[config.mk]
export PLATFORM = sky130hd
export DESIGN_NAME = obi_wrr_arbiter
export DESIGN_NICKNAME = d
export VERILOG_FILES = /design/src/rtl/obi_wrr_arbiter_pkg.sv /design/src/rtl/fifo_v3.sv /design/src/rtl/obi_wrr_arbiter.sv
export SDC_FILE = /design/constraint.sdc
export NUM_CORES = 1
export LEC_CHECK = 0
export ABC_CLOCK_PERIOD_IN_PS = 4300
export CAP_MARGIN = 30
export CORE_ASPECT_RATIO = 1.1
export CORE_MARGIN = 5
export CORE_UTILIZATION = 53
export CTS_CLUSTER_SIZE = 10
export DETAILED_ROUTE_END_ITERATION = 6
export HOLD_SLACK_MARGIN = 0.15
export PLACE_DENSITY = 0.82
export SLEW_MARGIN = 30
export SYNTH_ARGS = -nofsm -noshare
export SYNTH_HDL_FRONTEND = slang
export SYNTH_SLANG_ARGS = --single-unit
[constraint.sdc]
create_clock -name clk_i -period 4.3 [get_ports clk_i]
set_input_delay 0.86 -clock clk_i [delete_from_list [all_inputs] [get_ports clk_i]]
set_output_delay 0.86 -clock clk_i [all_outputs]
set_load 0.01 [all_outputs]
[src/rtl/obi_wrr_arbiter_pkg.sv]
`default_nettype none
// ============================================================================
// obi_wrr_arbiter_pkg : shared helpers for the OBI weighted round-robin arbiter
// Revision: 1.0
// ============================================================================
package obi_wrr_arbiter_pkg;

  localparam int unsigned MinIdxWidth = 1;

  // Index width for n requesters; a single requester still needs one bit.
  function automatic int unsigned idx_width(input int unsigned n);
    return (n > 1) ? $clog2(n) : MinIdxWidth;
  endfunction

endpackage
`default_nettype wire

[src/rtl/fifo_v3.sv]
`default_nettype none
// ============================================================================
// fifo_v3 : synchronous FIFO, port-compatible subset of the common_cells FIFO
// Revision: 1.0
// ============================================================================
module fifo_v3 #(
  parameter bit          FALL_THROUGH = 1'b0,
  parameter int unsigned DATA_WIDTH   = 32,
  parameter int unsigned DEPTH        = 8,
  localparam int unsigned ADDR_DEPTH  = (DEPTH > 1) ? $clog2(DEPTH) : 1
) (
  input  logic                  clk_i,
  input  logic                  rst_ni,
  input  logic                  flush_i,
  output logic                  full_o,
  output logic                  empty_o,
  input  logic [DATA_WIDTH-1:0] data_i,
  input  logic                  push_i,
  output logic [DATA_WIDTH-1:0] data_o,
  input  logic                  pop_i
);

  logic [ADDR_DEPTH-1:0]             rd_ptr_q, rd_ptr_d, wr_ptr_q, wr_ptr_d;
  logic [ADDR_DEPTH:0]               cnt_q, cnt_d;
  logic [DEPTH-1:0][DATA_WIDTH-1:0]  mem_q, mem_d;
  logic                              do_push, do_pop;

  assign full_o  = (cnt_q == (ADDR_DEPTH+1)'(DEPTH));
  assign empty_o = (cnt_q == '0) & ~(FALL_THROUGH & push_i);
  assign do_push = push_i & ~full_o;
  assign do_pop  = pop_i & ~empty_o;

  always_comb begin
    mem_d    = mem_q;
    rd_ptr_d = rd_ptr_q;
    wr_ptr_d = wr_ptr_q;
    cnt_d    = cnt_q;
    data_o   = mem_q[rd_ptr_q];
    if (FALL_THROUGH && (cnt_q == '0)) data_o = data_i;
    if (do_push) begin
      mem_d[wr_ptr_q] = data_i;
      wr_ptr_d = (wr_ptr_q == ADDR_DEPTH'(DEPTH-1)) ? '0 : wr_ptr_q + 1'b1;
    end
    if (do_pop) begin
      rd_ptr_d = (rd_ptr_q == ADDR_DEPTH'(DEPTH-1)) ? '0 : rd_ptr_q + 1'b1;
    end
    if (do_push && !do_pop) cnt_d = cnt_q + 1'b1;
    if (!do_push && do_pop) cnt_d = cnt_q - 1'b1;
    // Fall-through push+pop on an empty FIFO bypasses storage entirely.
    if (FALL_THROUGH && (cnt_q == '0) && do_push && do_pop) begin
      mem_d    = mem_q;
      rd_ptr_d = rd_ptr_q;
      wr_ptr_d = wr_ptr_q;
      cnt_d    = cnt_q;
    end
  end

  always_ff @(posedge clk_i) begin
    if (!rst_ni || flush_i) begin
      rd_ptr_q <= '0;
      wr_ptr_q <= '0;
      cnt_q    <= '0;
      mem_q    <= '0;
    end else begin
      rd_ptr_q <= rd_ptr_d;
      wr_ptr_q <= wr_ptr_d;
      cnt_q    <= cnt_d;
      mem_q    <= mem_d;
    end
  end

endmodule
`default_nettype wire

[src/rtl/obi_wrr_arbiter.sv]
`default_nettype none
// ============================================================================
// obi_wrr_arbiter : weighted round-robin OBI handshake arbiter with ID FIFO
// Revision: 1.0
// ============================================================================
module obi_wrr_arbiter
  import obi_wrr_arbiter_pkg::*;
#(
  parameter int unsigned NumReq        = 2,
  parameter int unsigned NumMaxTrans   = 4,
  parameter int unsigned WeightWidth   = 4,
  parameter bit          StrayRspCheck = 1'b1,
  localparam int unsigned IdxWidth     = idx_width(NumReq)
) (
  input  logic                                clk_i,
  input  logic                                rst_i,
  input  logic [NumReq-1:0]                   req_i,
  output logic [NumReq-1:0]                   gnt_o,
  input  logic [NumReq-1:0][WeightWidth-1:0]  weight_i,
  output logic [IdxWidth-1:0]                 sel_o,
  output logic                                mst_req_o,
  input  logic                                mst_gnt_i,
  input  logic                                mst_rvalid_i,
  output logic [NumReq-1:0]                   rvalid_o,
  output logic [IdxWidth-1:0]                 rsp_idx_o,
  output logic                                busy_o
);

  logic [IdxWidth-1:0]                 ptr_q, ptr_d, lock_idx_q, lock_idx_d;
  logic [WeightWidth-1:0]              cnt_q, cnt_d;
  logic                                lock_q, lock_d;
  logic [NumReq-1:0][WeightWidth-1:0]  eff_w;
  logic [IdxWidth-1:0]                 arb_idx, cand, sel_int, sel_nxt, fifo_head;
  logic [IdxWidth:0]                   sum;
  logic                                arb_valid, req_int, grant;
  logic                                fifo_full, fifo_empty;
  logic [WeightWidth:0]                cnt_inc;

  always_comb begin
    for (int k = 0; k < NumReq; k++) begin
      eff_w[k] = (weight_i[k] == '0) ? WeightWidth'(1) : weight_i[k];
    end
  end

  // Stay on ptr while it has budget, otherwise search cyclically from ptr+1.
  always_comb begin
    arb_valid = 1'b0;
    arb_idx   = '0;
    sum       = '0;
    cand      = '0;
    if (req_i[ptr_q] && (cnt_q < eff_w[ptr_q])) begin
      arb_valid = 1'b1;
      arb_idx   = ptr_q;
    end else begin
      for (int unsigned i = 1; i <= NumReq; i++) begin
        sum = {1'b0, ptr_q} + (IdxWidth+1)'(i);
        if (sum >= (IdxWidth+1)'(NumReq)) sum = sum - (IdxWidth+1)'(NumReq);
        cand = sum[IdxWidth-1:0];
        if (!arb_valid && req_i[cand]) begin
          arb_valid = 1'b1;
          arb_idx   = cand;
        end
      end
    end
  end

  assign sel_int   = lock_q ? lock_idx_q : arb_idx;
  assign req_int   = lock_q ? req_i[lock_idx_q] : arb_valid;
  assign mst_req_o = req_int & ~fifo_full & ~rst_i;
  assign sel_o     = rst_i ? '0 : sel_int;
  assign grant     = mst_req_o & mst_gnt_i;
  assign sel_nxt   = (sel_int == IdxWidth'(NumReq-1)) ? '0 : sel_int + 1'b1;
  assign cnt_inc   = {1'b0, cnt_q} + 1'b1;
  assign busy_o    = ~fifo_empty & ~rst_i;
  assign rsp_idx_o = (fifo_empty | rst_i) ? '0 : fifo_head;

  always_comb begin
    gnt_o    = '0;
    rvalid_o = '0;
    for (int k = 0; k < NumReq; k++) begin
      gnt_o[k]    = grant & (sel_int == IdxWidth'(k));
      rvalid_o[k] = mst_rvalid_i & ~fifo_empty & ~rst_i & (fifo_head == IdxWidth'(k));
    end
  end

  always_comb begin
    ptr_d      = ptr_q;
    cnt_d      = cnt_q;
    lock_d     = mst_req_o & ~mst_gnt_i;
    lock_idx_d = sel_int;
    if (grant) begin
      if (sel_int == ptr_q) begin
        if (cnt_inc >= {1'b0, eff_w[sel_int]}) begin
          ptr_d = sel_nxt;
          cnt_d = '0;
        end else begin
          cnt_d = cnt_inc[WeightWidth-1:0];
        end
      end else if (eff_w[sel_int] == WeightWidth'(1)) begin
        ptr_d = sel_nxt;
        cnt_d = '0;
      end else begin
        ptr_d = sel_int;
        cnt_d = WeightWidth'(1);
      end
    end
  end

  always_ff @(posedge clk_i) begin
    if (rst_i) begin
      ptr_q      <= '0;
      cnt_q      <= '0;
      lock_q     <= 1'b0;
      lock_idx_q <= '0;
    end else begin
      ptr_q      <= ptr_d;
      cnt_q      <= cnt_d;
      lock_q     <= lock_d;
      lock_idx_q <= lock_idx_d;
    end
  end

  fifo_v3 #(
    .FALL_THROUGH (1'b0),
    .DATA_WIDTH   (IdxWidth),
    .DEPTH        (NumMaxTrans)
  ) i_id_fifo (
    .clk_i   (clk_i),
    .rst_ni  (~rst_i),
    .flush_i (1'b0),
    .full_o  (fifo_full),
    .empty_o (fifo_empty),
    .data_i  (sel_int),
    .push_i  (grant),
    .data_o  (fifo_head),
    .pop_i   (mst_rvalid_i & ~fifo_empty)
  );

  a_stray_rsp : assert property (@(posedge clk_i) disable iff (rst_i)
    !(StrayRspCheck && mst_rvalid_i && fifo_empty));

  a_rsp_with_gnt : assert property (@(posedge clk_i) disable iff (rst_i)
    !(mst_rvalid_i && fifo_empty && grant));

endmodule
`default_nettype wire

==> results of run 1 <==
==> worst paths after layout <==
kind         cells after the start         from        to
max                             10  weight_i[2]  gnt_o[1]
min                              2     cnt_q[1]  cnt_q[1]
max reg2reg                     17        ptr_q     ptr_q
min reg2reg                      2     cnt_q[1]  cnt_q[1]
==> flip-flops by register name, summed over array words and instances, names as in the netlist <==
| signal | cells |
|---|---|
| i_id_fifo.mem_q | 4 |
| ptr_q | 1 |
| i_id_fifo.cnt_q | 3 |
| lock_q | 1 |
| lock_idx_q | 1 |
| i_id_fifo.rd_ptr_q | 2 |
| i_id_fifo.wr_ptr_q | 2 |
| cnt_q | 4 |
==> logic make-up (layout without fill, tap and decap cells) <==
| kind of cell | count (synthesis) | after routing |
|---|---|---|
| fa+ha+maj | 15 | 15 |
| xor+xnor | 4 | 4 |
| compound gates | 34 | 34 |
| flops | 18 | 18 |
| mux | 13 | 13 |
| simple gates | 60 | 60 |
| buf+inv | 16 | 40 |
==> worst max-delay path, cell delays in order <==
cell	delay [ps]
clkdlybuf4s50_1	540
mux2i_1	110
ha_1	330
and3_1	170
o211ai_1	80
a31o_2	250
a21oi_2	150
buf_12	160
and2_1	130
clkdlybuf4s50_1	540
==> power by group through the flow <==
stage / logic, mW / registers, mW / clock network [mW]
floorplan: 0.159 / 0.207 / 0
global placement: 0.218 / 0.215 / 0
detailed placement: 0.228 / 0.217 / 0
CTS: 0.230 / 0.214 / 0.0818
global route: 0.258 / 0.218 / 0.0933
finish: 0.228 / 0.214 / 0.0783
==> synthesized netlist by cell type, drive strengths merged <==
cell     number
nand2        10
o31ai         1
a2111oi       1
dfxtp        18
nor2b         3
nor3b         4
a21bo         1
a31o          1
inv          10
nand3         4
ha           14
or4           1
nand4         1
mux4          1
a211oi        2
mux2i        12
or3           3
nand3b        1
clkbuf        1
a32oi         1
nor2         15
or2           1
nor3          7
o21ai         4
a21o          2
o311ai        1
a31oi         2
nand2b        2
o211ai        2
fa            1
and2          4
o211a         1
a21oi        14
nand4b        2
and3          2
buf           5
xnor2         1
xor2          3
a2111o        1
==> layout make-up <==
| class | instances | area share |
|---|---|---|
| clock buffers | 3 | 0.0136 |
| multi-input cells | 126 | 0.557 |
| inverters | 10 | 0.0242 |
| flip-flops and latches | 18 | 0.218 |
| repair buffers | 27 | 0.163 |
| well taps | 31 | 0.0234 |
==> metal layers <==
metal | GRT usage | up-vias
met5 | 0 | -
met4 | 0.0638 | 0
met3 | 0.0408 | 6
met2 | 0.306 | 33
met1 | 0.215 | 589
li1 | - | 624
==> stage by stage <==
stage / std cells / power (mW)
floorplan: 160 / 0.365
global placement: 212 / 0.432
detailed placement: 212 / 0.446
CTS: 215 / 0.526
global route: 215 / 0.570
finish: 215 / 0.520
==> timing repair <==
action	4_1_cts	5_1_grt
setup buffers	0	0
setup endpoints to repair	0	2
resized for setup	0	3
==> impl_metrics.toml, run 1 <==
[yosys]
synth_nets = 189
ys_seq_elements = 18
synthAdderAreaFrac = 0.144
synth_top_family_by_area = "simple AND/OR/NAND/NOR gates"
yosysTopAreaCell = "dfxtp_1"
netlist_top_cells_area = "dfxtp_1, ha_1, mux2i_1"
postSynthAreaPerCell_sq_um = 8.48
synth_top_area_frac = 0.266
synthesis.instances = 160
synth-compound-area-share = 0.171
synth-xor-area-share = 0.0258
synthMuxAreaShare = 0.105
yosys_warnings = 0
synth_cell_types = 43
synth_area_sq_mm = 0.00136
seq_area_frac_synth = 0.266
synth_simple_gate_area_frac = 0.230

[pwr]
combPwrFrac = 0.438
cellLeakagePower_nw = 0.704
swShare = 0.361
powerDensity_mw_per_mm2 = 315
intPower_mw = 0.332
sequentialPowerShare = 0.411
switchingPower_mw = 0.188
power_frac_clock = 0.151
ir_worst_vdd_mv = 0.253

[layout]
regArea_sq_um = 360
finish.utilization = 0.669
area_delta_synth_final_pct = 22.0
nets = 215
layout-drive-gt1-share = 0.0924
design_area_sq_mm = 0.00165
diodes = 0
final_common_cell = "clkdlybuf4s50_1"
n_fill_cell = 220
final_cell_mix = "clkdlybuf4s50_1, dfxtp_1, nor2_1, ha_1"
multi_input_area_sq_um = 922

[grt]
grtUsageTotal = 0.179
grt-ovfl-total = 0
grt_pass1_vias = 1220
grt_max_degree = 20
grt_pass1_wl_microns = 5350
antenna_found_initial = 0

[clock_network]
clkLatencyLatePin_ps = 280
clockRootBuffer = "clkbuf_4"
clock_sinks = 18
cts_tree = "done"
cts_buffers = 3
cts_buffer_depth = 2
clk_pin_slew_ps = 90
ctsHoldBuffers = 0
cts.htree.levels = 1

[floorplanning]
fp.dieW_microns = 58.2
coreArea_sq_mm = 0.00247
fp.dieH_microns = 63.1
num_io_pins = 22
initial_core_util = 0.549
fp-row-count = 19
die_area_sq_mm = 0.00367

[place]
gp_congestion = 0.902
port_buffers = 21
dp_hpwl_microns = 2410
dp_slack_ps = 67.6
placed_cell_area_sq_mm = 0.00162

[drt]
drt_first_pass_iters = 5
top_layer = "met4"
met3_wirelength_microns = 164
wl_met2_microns = 1500
ant_nets = 0
routed_wl_microns = 3050
drt-vias-per-instance = 5.82
met1_length_microns = 1350
num_vias = 1252
drc = 0
routedWlPerCell_microns = 14.2
drt_iter0_markers = 40

[run]
max_cap_viol_count = 0

[timing]
fin_tns_setup_ps = 0
finalHoldViolCount = 0
finalCritPeriodShare = 0.970
tightest_slew_ps = 400
period_needed_ps = 4170
fin_worst_skew_ps = 1.34
slew_headroom = 0.733
rsz0062_at_grt = "false"
worst_slack_ps = 129
finalMaxSlewViolations = 0
whs_ps = 502
max_freq_mhz = 240
setup_violations = 0

[setup_path]
cp.required_ps = 3440
critPathCaptureType = "output pin"
r2r_slack_ps = 850
critPathKind = "input pin to output pin"
crit_path_max_fanout = 16
cp-start-kind = "input pin"
cp.arrival_ps = 3310

[outcome]
status = "complete, no violations"

[hold_path]
worstHoldPathType = "register to register"
Power figures use the tool's default switching activity.
==> run 2: changes to the inputs <==
==> constraint.sdc (replaced) <==
create_clock -name clk_i -period 4.3 [get_ports clk_i]
set_input_delay 1.29 -clock clk_i [delete_from_list [all_inputs] [get_ports clk_i]]
set_output_delay 1.29 -clock clk_i [all_outputs]
set_load 0.01 [all_outputs]
==> impl_metrics.toml, run 2 (synthesis results as in run 1) <==
[outcome]
status = "complete, no violations"

[setup_path]
cp.arrival_ps = 2990
cp-start-kind = "input pin"
crit_path_max_fanout = 3
critPathKind = "input pin to output pin"
cp.required_ps = 3010
critPathCaptureType = "output pin"

[timing]
max_freq_mhz = 234
fin_tns_setup_ps = 0
setup_violations = 0
rsz0062_at_grt = "true"
slew_headroom = 0.689
period_needed_ps = 4280
finalCritPeriodShare = 0.995
tightest_slew_ps = 466
finalMaxSlewViolations = 0
whs_ps = 508
worst_slack_ps = 21.6
fin_worst_skew_ps = 4.32
finalHoldViolCount = 0

[floorplanning]
fp.dieW_microns = 58.2
coreArea_sq_mm = 0.00247
die_area_sq_mm = 0.00367
initial_core_util = 0.549
num_io_pins = 22
fp.dieH_microns = 63.1
fp-row-count = 19

[clock_network]
cts_buffers = 3
clk_pin_slew_ps = 100
clkLatencyLatePin_ps = 290
clockRootBuffer = "clkbuf_4"
cts_tree = "done"
cts.htree.levels = 1
clock_sinks = 18
cts_buffer_depth = 2

[drt]
routed_wl_microns = 3650
routedWlPerCell_microns = 15.5
drt_iter0_markers = 63
drc = 0
drt_first_pass_iters = 4
ant_nets = 0
drt-vias-per-instance = 5.82
num_vias = 1373

[grt]
grt_max_degree = 20
met1_usage = 0.255
grt-ovfl-total = 0
grt_pass1_vias = 1438
grt_pass1_wl_microns = 6340
grtUsageTotal = 0.215
use_met3 = 0.0531
busiest_layer = "met2"
antenna_found_initial = 0
met2_usage = 0.373

[layout]
final_cell_mix = "buf_4, dfxtp_1, nor2_1, ha_1, mux2i_1"
reg.largest.list = "cnt_q (4), i_id_fifo.mem_q (4), i_id_fifo.cnt_q (3)"
diodes = 0
layout-drive-gt1-share = 0.239
area_delta_synth_final_pct = 34.3
nets = 236
final_common_cell = "buf_4"
regArea_sq_um = 360
final_cells = 236
multi_input_area_sq_um = 968
n_fill_cell = 181

[hold_path]
worstHoldPathType = "register to register"

[place]
dp_hpwl_microns = 2710
numPlacedInstances = 227
port_buffers = 21
gp_congestion = 0.911
dp_slack_ps = -747

[pwr]
cellLeakagePower_nw = 0.811
powerDensity_mw_per_mm2 = 304
ir_worst_vdd_mv = 0.360

[run]
max_cap_viol_count = 0
==> run 2: final timing paths <==
path / endpoint / cells after the start / slack, ps / start
min: i_id_fifo.wr_ptr_q[1] / 2 / 510 / i_id_fifo.wr_ptr_q[1]
min reg2reg: i_id_fifo.wr_ptr_q[1] / 2 / 510 / i_id_fifo.wr_ptr_q[1]
max: sel_o / 9 / 20 / weight_i[5]
max reg2reg: cnt_q[3] / 18 / 720 / ptr_q
==> run 2: power by group <==
group	internal, mW	leakage, nW	total (mW)	switching (mW)
registers	0.187	0.146	0.214	0.0269
logic	0.129	0.651	0.257	0.128
clock network	0.0326	0.0138	0.0827	0.0501
total	0.349	0.811	0.554	0.205
==> run 2: layout make-up <==
cell class | instances | area share
multi-input combinational | 126 | 0.532
timing repair buffer | 48 | 0.215
sequential | 18 | 0.198
inverter | 10 | 0.0220
tap | 31 | 0.0213
clock buffer | 3 | 0.0124
==> run 2: what timing repair did <==
| action | 4_1_cts | 5_1_grt |
|---|---|---|
| cloned | 0 | 0 |
| pin swaps | 11 | 9 |
| endpoints found under the setup margin | 9 | 7 |
| setup buffers | 5 | 1 |
| hold buffers | 0 | 0 |
| gates resized for setup | 34 | 4 |
==> run 2: metrics by stage <==
stage	power [mW]	util	instance area [sq um]
CTS	0.550	0.736	1820
global route	0.601	0.737	1820
finish	0.554	0.737	1820
detailed placement	0.454	0.697	1720
floorplan	0.365	-	1360
global placement	0.438	0.697	1720
==> run 2: metal layers <==
layer  vias up  part of all wire
li1        664                 -
met5         -                 0
met1       657              0.42
met3         6             0.067
met4         0            0.0090
met2        46              0.51
==> run 2: critical path, cell delays in order <==
cell and delay [ps]:
dlygate4sd2_1 240, mux2i_1 180, ha_1 270, o211ai_1 280
a211oi_2 150, a21oi_4 210, buf_6 130, nor2b_4 140
buf_6 100
==> run 3: changes to the inputs <==
--- a/config.mk
+++ b/config.mk
@@ -8,7 +8,7 @@
 export ABC_CLOCK_PERIOD_IN_PS = 4300
 export CAP_MARGIN = 30
 export CORE_ASPECT_RATIO = 1.1
-export CORE_MARGIN = 5
+export CORE_MARGIN = 2
 export CORE_UTILIZATION = 53
 export CTS_CLUSTER_SIZE = 10
 export DETAILED_ROUTE_END_ITERATION = 6
==> impl_metrics.toml, run 3 (synthesis results as in run 1) <==
[run]
max_cap_viol_count = 0

[drt]
drc = 0
drt_iter0_markers = 12
num_vias = 1348
routedWlPerCell_microns = 14.8
drt_first_pass_iters = 4
routed_wl_microns = 3500
ant_nets = 0
drt-vias-per-instance = 5.69

[setup_path]
r2r_end = "cnt_q[3]"
cp.required_ps = 3010
crit_path_end = "gnt_o[1]"
critical_path.cell_chain = "clkdlybuf4s50_1, a21bo_2, buf_4, nor2_2, a31o_4, a21oi_4, buf_6, and2_4, buf_6"
cpMostUsedCell = "buf_6"
cpPeakStageDelay_ps = 410
cp-start-kind = "input pin"
crit_path_max_fanout = 4
cp-startpoint = "req_i[0]"
r2r_slack_ps = 720
critPathKind = "input pin to output pin"
slowest_stage = "clkdlybuf4s50_1"
cp.arrival_ps = 2920
critPathCaptureType = "output pin"
reg2reg_depth = 17
r2r-start = "ptr_q"

[hold_path]
holdPathStages = 2
worstHoldPathType = "register to register"
hold_start = "cnt_q[1]"

[clock_network]
cts_tree = "done"
cts_buffer_depth = 2
clock_sinks = 18
cts.htree.levels = 1
clkLatencyLatePin_ps = 300
clk_pin_slew_ps = 100
clockRootBuffer = "clkbuf_4"
cts_buffers = 3

[timing]
slew_headroom = 0.703
worst_slack_ps = 87.1
rsz0062_at_grt = "false"
fin_worst_skew_ps = 5.46
setup_violations = 0
period_needed_ps = 4210
tightest_slew_ps = 444
finalHoldViolCount = 0
finalCritPeriodShare = 0.980
max_freq_mhz = 237
finalMaxSlewViolations = 0
whs_ps = 508
fin_tns_setup_ps = 0

[place]
numPlacedInstances = 228
dp_hpwl_microns = 2560
gp_congestion = 0.797
port_buffers = 21
dp_slack_ps = -687

[pwr]
ir_worst_vdd_mv = 0.407
powerDensity_mw_per_mm2 = 317
power_frac_clock = 0.182
switchingPower_mw = 0.212
sequentialPowerShare = 0.364
cellLeakagePower_nw = 0.814
combPwrFrac = 0.454
swShare = 0.363
intPower_mw = 0.372

[floorplanning]
coreArea_sq_mm = 0.00247
die_area_sq_mm = 0.00298
initial_core_util = 0.549
fp.dieH_microns = 57.1
fp-row-count = 19
fp.dieW_microns = 52.2
num_io_pins = 22

[layout]
layout-drive-gt1-share = 0.272
final_cell_mix = "buf_4, dfxtp_1, ha_1, nor2_1, mux2i_1"
n_fill_cell = 169
nets = 236
diodes = 0
final_cells = 237
reg.largest.list = "cnt_q (4), i_id_fifo.mem_q (4), i_id_fifo.cnt_q (3)"
final_common_cell = "buf_4"
area_delta_synth_final_pct = 35.7

[grt]
grt_max_degree = 20
grtUsageTotal = 0.263
grt_pass1_wl_microns = 5900
grt_pass1_vias = 1405
antenna_found_initial = 0
grt-ovfl-total = 0

[outcome]
status = "complete, no violations"
==> run 3: cell count changes in the layout (fill, tap and decap cells not counted), moves of 2 or more <==
cell	before	now
nor2_2	0	2
clkbuf_2	2	6
nor2_1	15	13
dlygate4sd2_1	5	1
==> run 3: cell type report <==
class	instances	area [sq um]	area share
Sequential cell	18	360	0.196
Inverter	10	40.0	0.0218
Timing Repair Buffer	48	380	0.207
Clock buffer	4	36.3	0.0197
Multi-Input combinational cell	126	985	0.535
Tap cell	31	38.8	0.0211
==> run 3: worst min path at each step <==
stage	to	slack [ps]
6_report	cnt_q[1]	510
4_1_cts	cnt_q[1]	510
5_1_grt	i_id_fifo.cnt_q[2]	540
2_1_floorplan	i_id_fifo.mem_q[2]	460
3_3_place_gp	i_id_fifo.cnt_q[2]	480
3_5_place_dp	cnt_q[1]	490
==> run 3: what timing repair did <==
action                                  CTS  global route
gates resized for setup                  31            20
hold buffers                              0             0
endpoints found under the setup margin    9             8
cloned                                    0             0
setup buffers                             4             1
pin swaps                                 8            10
==> run 3: power groups by stage <==
stage	Clock, mW	Sequential (mW)	Combinational [mW]
global placement	0	0.214	0.228
global route	0.116	0.216	0.291
CTS	0.107	0.212	0.259
detailed placement	0	0.216	0.244
finish	0.106	0.213	0.265
floorplan	0	0.207	0.159
==> run 3: worst max-delay path, delay by kind of cell <==
kind | cells | cell delay, ps
AND/OR/NAND/NOR | 2 | 180
buffers and inverters | 4 | 770
AO/OA/AOI/OAI | 3 | 670
==> run 3: stage by stage <==
stage / area, sq um / util / total power, mW
finish: 1840 / 0.744 / 0.584
floorplan: 1360 / - / 0.365
global placement: 1730 / 0.700 / 0.442
global route: 1840 / 0.744 / 0.623
detailed placement: 1730 / 0.700 / 0.459
CTS: 1840 / 0.743 / 0.577
==> run 3: per-layer routing <==
metal | GRT usage | wire length (microns) | up-vias | share of wire
met4 | 0.143 | 92 | 0 | 0.026
met1 | 0.288 | 1500 | 637 | 0.43
met2 | 0.472 | 1780 | 32 | 0.51
li1 | - | - | 669 | -
met3 | 0.0419 | 129 | 10 | 0.037
met5 | 0 | 0 | - | 0
==> edit: new RTL, config.mk and constraints of run 2 <==
The parameter `WeightWidth` goes from 4 to 3.
--- a/src/rtl/obi_wrr_arbiter.sv
+++ b/src/rtl/obi_wrr_arbiter.sv
@@ -9,5 +9,5 @@
   parameter int unsigned NumReq        = 2,
   parameter int unsigned NumMaxTrans   = 4,
-  parameter int unsigned WeightWidth   = 4,
+  parameter int unsigned WeightWidth   = 3,
   parameter bit          StrayRspCheck = 1'b1,
   localparam int unsigned IdxWidth     = idx_width(NumReq)
Ports: changed (resized weight_i); port bits go from 22 to 20. No check against the original RTL was run, so the function may have changed too.
==> edit against run 2 <==
The flow now finishes with violations (setup timing); design area shrank 1.2%; critical path type unchanged; sequential power shrank 7%; sequential cell count shrank 1; setup slack lost 0.11 ns; clock skew shrank 0.00086 ns; sequential share of layout area shrank 0.88 points; routed wire length grew 5.1%; power shrank 0.64%; synthesized area shrank 5.9%; die area shrank 4.9%.
==> edit: results (changes against run 2) <==
[global_routing]
grtUsageMet2 = 0.4587  ; +0.08586
grtUsageTotal = 0.2405  ; +0.02539
grt_use_met3 = 0.03774  ; -0.01533
grt_pass1_wl_um = 6417  ; +1.2%

[synthesis]
synth_xor_xnor_area_share = 0.02059  ; -0.005242
seq_area_frac_synth = 0.2667  ; +0.0009840
synth_commonest_cells = 17 x dfxtp_1, 15 x nor2_1, 14 x nand2_1
synth_adder_area_share = 0.1333  ; -0.01058
synth_mux_area_frac = 0.1000  ; -0.005166
synth_cell_type_count = 46  ; +7.0%
synth_compound_area_frac = 0.2196  ; +0.04894
synth_top_cells_by_area = dfxtp_1 27%, ha_1 12%, mux2i_1 7.1%, a21oi_1 4.7%, nor2_1 4.4%
syn_area_per_cell_um2 = 8.565  ; +1.0%

[power_and_ir_drop]
ir_worst_vdd_v = 0.0003800  ; +5.7%
leakagePower_nw = 0.8218  ; +1.3%

[timing]
postLayoutSetupSlackWorst_ns = -0.09265  ; -0.1142 ns
whs_ns = 0.5075  ; -0.0007150 ns
clock_skew_ns = 0.003454  ; -0.0008613 ns
setup_violations = 2  ; +2
maxSlewHeadroom = 0.7392  ; +0.05029

[hold_path]
hp-start = cnt_q[1]$_SDFFE_PP0P_
holdPathEnd = cnt_q[1]$_SDFFE_PP0P_

[drt]
first_iter_violations = 41  ; -35%
wl_met2_um = 2061  ; +11%
wl_met1_um = 1524  ; about the same
routed-wl-met3_um = 109  ; -55%
finalWirelength_um = 3841  ; +5.1%

[placed_design]
place_area_um2 = 1602  ; -7.0%
dp_slack_ns = -0.7380  ; +0.009108 ns

[cells_and_area]
top_regs = i_id_fifo.mem_q x4, cnt_q x3, i_id_fifo.cnt_q x3
drive_above_1_share = 0.2921  ; +0.05305

[status]
status = finished with violations
failed_checks = setup timing

[clock_tree]
cts_resized = 22  ; -35%

[critical_path]
critPathSlowestCell = clkdlybuf4s50_1
reg2regPathDepth = 20  ; +2
reg2reg_to = ptr_q$_SDFFE_PP0P_

-- edit: changes by cell type after synthesis, moves of 3 or more --
| cell | before | now |
|---|---|---|
| nand2_1 | 10 | 14 |
| a21boi_0 | 0 | 3 |
| mux2i_1 | 12 | 9 |
| nand2b_1 | 2 | 5 |
| nand3_1 | 4 | 1 |
| nor3_1 | 7 | 4 |
| nor3b_1 | 4 | 1 |
-- edit: power by group through the flow --
stage / Clock, mW / Sequential (mW) / Combinational [mW]
finish: 0.0875 / 0.200 / 0.262
global placement: 0 / 0.200 / 0.206
detailed placement: 0 / 0.203 / 0.218
floorplan: 0 / 0.196 / 0.146
CTS: 0.0910 / 0.199 / 0.245
global route: 0.0995 / 0.204 / 0.288
-- edit: layout make-up --
class | count | area share
clock buffer | 3 | 0.01251
clock inverter | 1 | 0.002780
inverter | 9 | 0.01876
multi-input combinational | 118 | 0.5024
sequential | 17 | 0.1890
tap | 30 | 0.02085
timing repair buffer | 54 | 0.2536
